## src/rtl/wb_stage.sv

```systemverilog
// ---------------------------------------------------------------------------
// wb_stage - write-back stage (consumer side of the MEM/WB register).
// Selects write-back data and destination, owns the 8x16 register file,
// exposes two combinational read ports, a sticky halt flag and a saturating
// retired-instruction counter.
// Optional build macro: WB_BYPASS_EN - read ports forward the same-cycle
// write-back result; when undefined they return stored contents only.
// ---------------------------------------------------------------------------
module wb_stage #(
    parameter int DATA_W  = 16,
    parameter int NREG    = 8,
    parameter int RADDR_W = 3
) (
    input  logic               clk,
    input  logic               rst,
    input  logic [15:0]        instruction_i,
    input  logic [DATA_W-1:0]  data_read_i,
    input  logic [DATA_W-1:0]  address_i,
    input  logic [DATA_W-1:0]  pc_plus2_i,
    input  logic [RADDR_W-1:0] RD_i,
    input  logic [RADDR_W-1:0] RS_i,
    input  logic [1:0]         Dst_reg_i,
    input  logic [2:0]         write_sel_i,
    input  logic               Reg_write_i,
    input  logic               Mem_reg_i,
    input  logic               halt_i,
    input  logic [RADDR_W-1:0] rd_addr_a,
    input  logic [RADDR_W-1:0] rd_addr_b,
    output logic [DATA_W-1:0]  rd_data_a,
    output logic [DATA_W-1:0]  rd_data_b,
    output logic               wb_en_o,
    output logic [RADDR_W-1:0] wb_reg_o,
    output logic [DATA_W-1:0]  wb_data_o,
    output logic               halted_o,
    output logic [15:0]        retire_cnt_o
);

    localparam logic [15:0] NOP_INSTR = 16'h0800;

    logic [DATA_W-1:0]  r_regs [NREG];
    logic               r_halted;
    logic [15:0]        r_retire_cnt;

    logic [RADDR_W-1:0] w_wb_reg;
    logic [DATA_W-1:0]  w_wb_data;
    logic               w_sel_ok;
    logic               w_wb_en;

    // Destination register select.
    always_comb begin
        w_wb_reg = RD_i;
        case (Dst_reg_i)
            2'd0:    w_wb_reg = RD_i;
            2'd1:    w_wb_reg = RS_i;
            2'd2:    w_wb_reg = instruction_i[8 +: RADDR_W];
            default: w_wb_reg = {RADDR_W{1'b1}};   // link register
        endcase
    end

    // Write-data source select; SLBI reads the destination's pre-write value.
    always_comb begin
        // NOTE: default assignment first so no path leaves w_wb_data unassigned, which would infer a latch.
        w_wb_data = '0;
        if (Mem_reg_i) begin
            w_wb_data = data_read_i;
        end else begin
            case (write_sel_i)
                3'd0:    w_wb_data = address_i;
                3'd1:    w_wb_data = data_read_i;
                3'd2:    w_wb_data = pc_plus2_i;
                3'd3:    w_wb_data = {{(DATA_W-8){instruction_i[7]}}, instruction_i[7:0]};
                3'd4:    w_wb_data = {r_regs[w_wb_reg][DATA_W-9:0], instruction_i[7:0]};
                default: w_wb_data = '0;
            endcase
        end
    end

    // Selects 5..7 are reserved and never write unless memory data is chosen.
    assign w_sel_ok  = (write_sel_i < 3'd5) | Mem_reg_i;
    assign w_wb_en   = rst & Reg_write_i & ~halt_i & ~r_halted & w_sel_ok;

    assign wb_en_o   = w_wb_en;
    assign wb_reg_o  = w_wb_reg;
    assign wb_data_o = w_wb_data;

    // Register file write port; R0 is an ordinary register.
    always_ff @(posedge clk or negedge rst) begin
        if (!rst) begin
            // NOTE: the architectural file must read zero after reset, so every entry is reset (this keeps it out of RAM macros).
            for (int i = 0; i < NREG; i++) begin
                r_regs[i] <= '0;
            end
        end else if (w_wb_en) begin
            // NOTE: non-blocking so same-edge readers (SLBI, counters) see pre-edge values.
            r_regs[w_wb_reg] <= w_wb_data;
        end
    end

    // Sticky halt flag and saturating retire counter, frozen once halted.
    always_ff @(posedge clk or negedge rst) begin
        if (!rst) begin
            r_halted     <= 1'b0;
            r_retire_cnt <= '0;
        end else begin
            if (!r_halted && instruction_i != NOP_INSTR && r_retire_cnt != 16'hFFFF) begin
                r_retire_cnt <= r_retire_cnt + 16'd1;
            end
            if (halt_i) begin
                r_halted <= 1'b1;
            end
        end
    end

    assign halted_o     = r_halted;
    assign retire_cnt_o = r_retire_cnt;

`ifdef WB_BYPASS_EN
    // Same-cycle forwarding of the write-back result to decode.
    assign rd_data_a = (w_wb_en && w_wb_reg == rd_addr_a) ? w_wb_data : r_regs[rd_addr_a];
    assign rd_data_b = (w_wb_en && w_wb_reg == rd_addr_b) ? w_wb_data : r_regs[rd_addr_b];
`else
    // Stored contents only; a write becomes visible one cycle later.
    assign rd_data_a = r_regs[rd_addr_a];
    assign rd_data_b = r_regs[rd_addr_b];
`endif

endmodule

```

## config.mk

```make
export PLATFORM = sky130hd
export DESIGN_NAME = wb_stage
export DESIGN_NICKNAME = d
export VERILOG_FILES = /design/src/rtl/wb_stage.sv
export SDC_FILE = /design/constraint.sdc
export NUM_CORES = 1
export LEC_CHECK = 0
export ABC_CLOCK_PERIOD_IN_PS = 5300
export BUFFER_PORTS_ARGS = -buffer_cell sky130_fd_sc_hd__buf_2
export CAP_MARGIN = 20
export CORE_MARGIN = 2
export CORE_UTILIZATION = 55
export DETAILED_ROUTE_END_ITERATION = 10
export PLACE_DENSITY = 0.79
export RECOVER_POWER = 25
export SLEW_MARGIN = 15
export SYNTH_ARGS = -nofsm -noshare
export SYNTH_HDL_FRONTEND = slang
export SYNTH_SLANG_ARGS = --single-unit
```

## constraint.sdc

```tcl
create_clock -name clk -period 5.3 [get_ports clk]
set_input_delay 0.265 -clock clk [delete_from_list [all_inputs] [get_ports clk]]
set_output_delay 0.265 -clock clk [all_outputs]
set_load 0.01 [all_outputs]
```

# Word level (Yosys, flattened, before mapping)
# Index checks and enable logic that the tools add are counted.
[op_classes]
add_sub_neg = 1
order_cmp = 5
eq_ne = 8
n_mux = 15
bitwise = 10
reduce_logical = 6
[op_table]
columns = ["operator", "count"]
rows = [
  ["binary-select mux 16 bit (select 3 bit)", 3],
  ["bitwise mux 128 bit", 1],
  ["two-way mux 16 bit", 6],
  ["one-hot mux 16 bit (5 select lines)", 1],
  ["demux 16 bit (select 3 bit)", 1],
  ["adder 16 x 1 -> 16 bit (second input constant)", 1],
  ["two-way mux 8 bit", 2],
  ["!= test 16 x 12 -> 1 bit (second input constant)", 1],
  ["!= test 16 bit (second input constant)", 1],
  [">= comparator 4 bit (second input constant)", 3],
  ["NOT 3 -> 4 bit", 3],
  ["one-hot mux 3 bit (3 select lines)", 1],
  ["== test 3 x 2 -> 1 bit (second input constant)", 2],
  ["AND 1 bit", 4],
  ["less-than comparator 4 x 1 -> 1 bit (second input constant)", 1],
  ["== test 3 x 1 -> 1 bit (second input constant)", 1],
  ["== test 3 bit (second input constant)", 1],
  ["logical AND 1 bit", 3],
  ["zero test 3 bit", 1],
  ["less-than comparator 3 bit (second input constant)", 1],
  ["== test 2 x 1 -> 1 bit (second input constant)", 1],
  ["== test 2 bit (second input constant)", 1],
  ["zero test 2 bit", 1],
  ["NOT 1 bit", 2],
  ["2 further kinds", 2],
]
[word_totals]
regBits = 145
in_bits = 86
out_inout_bits = 69

# Depth between registers and ports, before layout
[depth]
word_depth = 9
ltp_mapped = 9
mapped_depth_nobuf = 7

# Worst setup path before layout
# Ideal clock, no wire load.
[synth_path]
path_kind = "input -> output"
from = "input port Dst_reg_i[1]"
to = "output port wb_data_o[9]"
arrival_ns = 1.922
required_time_ns = 5.035
setup_slack_ns = 3.113
stages = 8
path_buffers = 1
cell_sequence = "mux2_2 o22ai_4 inv_2 nor2_2 buf_2 a221oi_1 a31oi_1 inv_1"
[synth_between]
elab_chain_len = 8
word_cells_on_any_way = 10
classes_between = "2 x eq/ne; 6 x mux; 1 x bitwise; 1 x reduce/logical"
[synth_lines]
columns = ["element", "line_no", "text"]
rows = [
  ["from (decl)", "22", "input logic [1:0] Dst_reg_i,"],
  ["== test 2 bit (tied with other cells)", "52", "case (Dst_reg_i)"],
  ["one-hot mux 3 bit (3 select lines) (*)", "52", ""],
  ["named net wb_reg_o[2]", "32", "output logic [RADDR_W-1:0] wb_reg_o,"],
  ["NOT 3 -> 4 bit (not written as such) (*)", "72", "3'd4: w_wb_data = {r_regs[w_wb_reg][DATA_W-9:0], instruction_i[7:0]};"],
  ["binary-select mux 16 bit (select 3 bit) (*)", "72", ""],
  ["two-way mux 8 bit (not written as such) (*) (2 in a row)", "72", ""],
  ["one-hot mux 16 bit (5 select lines) (*)", "67", "case (write_sel_i)"],
  ["two-way mux 16 bit (*)", "64", "if (Mem_reg_i) begin"],
  ["to (decl)", "33", "output logic [DATA_W-1:0] wb_data_o,"],
]
# The timed path passes the listed nets; every way through them passes the cells marked *. The select of a mux whose other input is x is not followed.

# Worst setup path in the final report
[layout_path]
from = "input port rst"
to = "register r_regs[14] (netlist name)"
[layout_between]
elab_chain_len = 4
[layout_lines]
columns = ["element", "line_no", "text"]
rows = [
  ["from (decl)", "15", "input logic rst,"],
  ["AND 1 bit (4 in a row)", "80", "assign w_wb_en = rst & Reg_write_i & ~halt_i & ~r_halted & w_sel_ok;"],
  ["to (signal, indexed assignment)", "95", "r_regs[w_wb_reg] <= w_wb_data;"],
  ["to (decl)", "40", "logic [DATA_W-1:0] r_regs [NREG];"],
]
# No other way between the ends.
# A chain may end at the register's enable or synchronous reset.

==> flow_summary_export.csv <==
group,metric,value,unit
sta,fin_skew,0.01175,ns
logic_synthesis,ys_top_cells_by_area,"dfrtp_1 41%, mux4_2 17%, mux2_2 5.5%, a21oi_1 4.8%, nand2_1 4.1%",
pwr,leakage,4.746,nW
sta,period_share,0.6268,
global_route,grt_max_degree,84,
clock_tree,cts_tree,"built",
clock_tree,h-tree-depth,4,
placed_design,dp_hpwl,18230,um
logic_synthesis,synth-seq-area-share,0.4132,
global_route,grt_antenna_before_repair,0,
critical_path,cp_max_fo,83,
sta,setup-tns-final,0,ns
critical_path,reg2reg_setup_slack,2.49,ns
route,first_iter_violations,783,
critical_path,critPathMaxStageDelay,0.66,ns
sta,fmax,301.0,MHz
critical_path,r2r_end,"r_regs[14]$_DFFE_PN0P_",
sta,tightest_slew,1.040,ns
route,finalWirelength,26220,um
global_route,grt-ovfl-total,0,
logic_synthesis,syn-num-nets,922,
clock_tree,cts_hold_buf,1,
floorplanning,start_util,0.5569,
critical_path,startpoint_type,"primary input",
global_route,grt_pass1_vias,7429,
layout,fillerInstances,1249,
clock_tree,post_cts_resized,0,
global_route,grt_pass1_wl,40950,um
sta,hold_viol,0,
worst_hold_path,holdPathStages,2,
logic_synthesis,yosys.area.top_type_share,0.4132,
worst_hold_path,hp-start,"halt_i",
clock_tree,cts_buffer_depth,2,
critical_path,crit_path_cell_trace,"dlygate4sd3_1 -> buf_6 -> nand2_1 -> a311oi_4 -> nand2_1 -> nor2_2 -> buf_4 -> mux2i_1 -> nand2_1",
floorplanning,chipWidth,130.4,um
route,drc,0,
route,ant_nets,0,
logic_synthesis,synth_common_cells,"145 x dfrtp_1, 97 x nand2_1, 93 x nor2_1, 84 x a21oi_1, 66 x mux4_2",
route,vias_per_cell,6.377,
global_route,grt_usage,0.3242,
logic_synthesis,synth_seq_cells,145,
layout,antenna_cells,0,
logic_synthesis,synthCells,835,
floorplanning,coreArea,15770,um2
sta,report.final.slew_viol_count,0,
floorplanning,rows,46,
pwr,p_per_area,263.5,nW/um2
sta,fin_hold_ws,0.1077,ns
outcome,status,"finished, final reports clean",
layout,design_area,10290,um2
sta,layout_min_cycle_time,3.322,ns
route,wl_per_cell,21.98,um
worst_hold_path,hold_class,"in2reg",
logic_synthesis,netlist_area,8782,um2
logic_synthesis,synth-async-reset-ratio,1.000,
critical_path,worstRegToRegCells,7,
route,dr.pass1.iters,6,
sta,fin_ws,1.978,ns
floorplanning,die_area,16990,um2
floorplanning,ioPinCount,155,
placed_design,place_area,9693,um2
logic_synthesis,synth_most_common_cell,"dfrtp_1",
critical_path,cp-end-kind,"flop",
logic_synthesis,synth_area_leader_cell,"dfrtp_1",
layout,drive_gt1_frac,0.3337,
logic_synthesis,yosysWarnings,0,
critical_path,critPathRequiredTime,5.63,ns
clock_tree,numCtsBuffers,17,
logic_synthesis,yosysUniqueCellTypes,55,
placed_design,port_buffers,154,
logic_synthesis,synth_edf_count,0,
logic_synthesis,avgSynthCellArea,10.52,um2
critical_path,crit_slowest_cell,"nor2_2",
clock_tree,post-cts-setup-buffer-count,0,
sta,rsz0062_at_grt,"false",
placed_design,gp_congestion,0.8981,
clock_tree,cts.sinks,145,
clock_tree,clock_latency,0.44,ns
sta,max_slew_margin,0.3065,
route,vias,7608,
clock_tree,path_clk_slew,0.06,ns
pwr,ir_worst_vdd,0.2601,mV
floorplanning,die_y,130.4,um
sta,setup_violations,0,
placed_design,place_ws,2.157,ns
critical_path,reg2reg_from,"halted_o$_DFFE_PN0P_",
worst_hold_path,min_to,"halted_o$_DFFE_PN0P_",
critical_path,critPathMostFrequentCell,"nand2_1",
layout,area_growth,17.12,%
critical_path,critical_path_class,"in2reg",
critical_path,arrival,3.65,ns
layout,final_nets,1051,
flow_run,cap_violations,0,
clock_tree,root_buffer,"clkbuf_16",
logic_synthesis,synth_flop_cell,"dfrtp_1",
-- power by group --
part	switching (mW)	total [mW]	internal (mW)
clock	0.521	1.19	0.673
sequential	0.0206	1.15	1.13
combinational	0.227	0.369	0.142
-- cell families after synthesis --
logic type | share of synthesized area
compound gates | 0.1600
xor+xnor | 0.01496
fa+ha+maj | 0.001424
buf+inv | 0.03875
flops | 0.4132
mux | 0.2582
simple gates | 0.1136
-- metal layers --
layer / part of all wire / track usage
met1: 0.39 / 0.4291
met2: 0.47 / 0.5082
met3: 0.096 / 0.09512
met4: 0.036 / 0.1314
met5: 0 / 0
-- area by class of cell --
type | count | area, um2 | share of cell area
Inverter | 20 | 80.08 | 0.007785
Clock buffer | 18 | 439.2 | 0.04270
Timing Repair Buffer | 170 | 890.9 | 0.08661
Tap cell | 216 | 270.3 | 0.02627
Multi-Input combinational cell | 610 | 4835 | 0.4700
Clock inverter | 14 | 142.6 | 0.01387
Sequential cell | 145 | 3628 | 0.3528
-- registers in the layout, indices dropped and copies added, names as in the netlist --
name	cells
r_regs	128
halted_o	1
retire_cnt_o	16
-- how the worst max path moves through the flow --
stage	cells after the start	slack, ns	to	from
after floorplan	8	3.11	wb_data_o[9]	Dst_reg_i[1]
after global placement	8	2.26	r_regs[14]$_DFFE_PN0P_	rst
after detailed placement	8	2.16	r_regs[14]$_DFFE_PN0P_	rst
after CTS	8	2.03	r_regs[30]$_DFFE_PN0P_	rst
after global routing	9	1.73	r_regs[14]$_DFFE_PN0P_	rst
final	9	1.98	r_regs[14]$_DFFE_PN0P_	rst
-- metrics by stage --
step,instances,power (mW),util
5_1_grt,1193,2.801,0.6523
2_1_floorplan,835,1.380,-
3_3_place_gp,1159,1.527,0.6146
6_report,1193,2.711,0.6523
4_1_cts,1192,2.715,0.6522
3_5_place_dp,1159,1.533,0.6146
-- critical path: cells and delay by family --
kind | cells | cell delay, ns
AO/OA/AOI/OAI | 1 | 0.47
buffers and inverters | 3 | 1.49
multiplexers | 1 | 0.22
AND/OR/NAND/NOR | 4 | 1.15
-- layout by cell type, fill, tap and decap left out, drive strengths merged, types with 2 or more instances in the layout --
cell	instances
buf	162
dfrtp	145
nand2	97
nor2	96
a21oi	84
mux4	66
o21ai	47
mux2	45
mux2i	27
inv	27
clkbuf	25
a31oi	19
a22oi	19
o211ai	12
xnor2	12
nand3	10
o31ai	9
a32oi	8
a22o	7
a211oi	5
nor2b	5
and3	4
a221oi	4
clkinv	4
o22ai	4
and4	3
nand4	3
nor4	3
xor2	3
and2	3
a21o	2
clkinvlp	2
or2	2
Note: power is estimated with default switching activity, not from simulation.
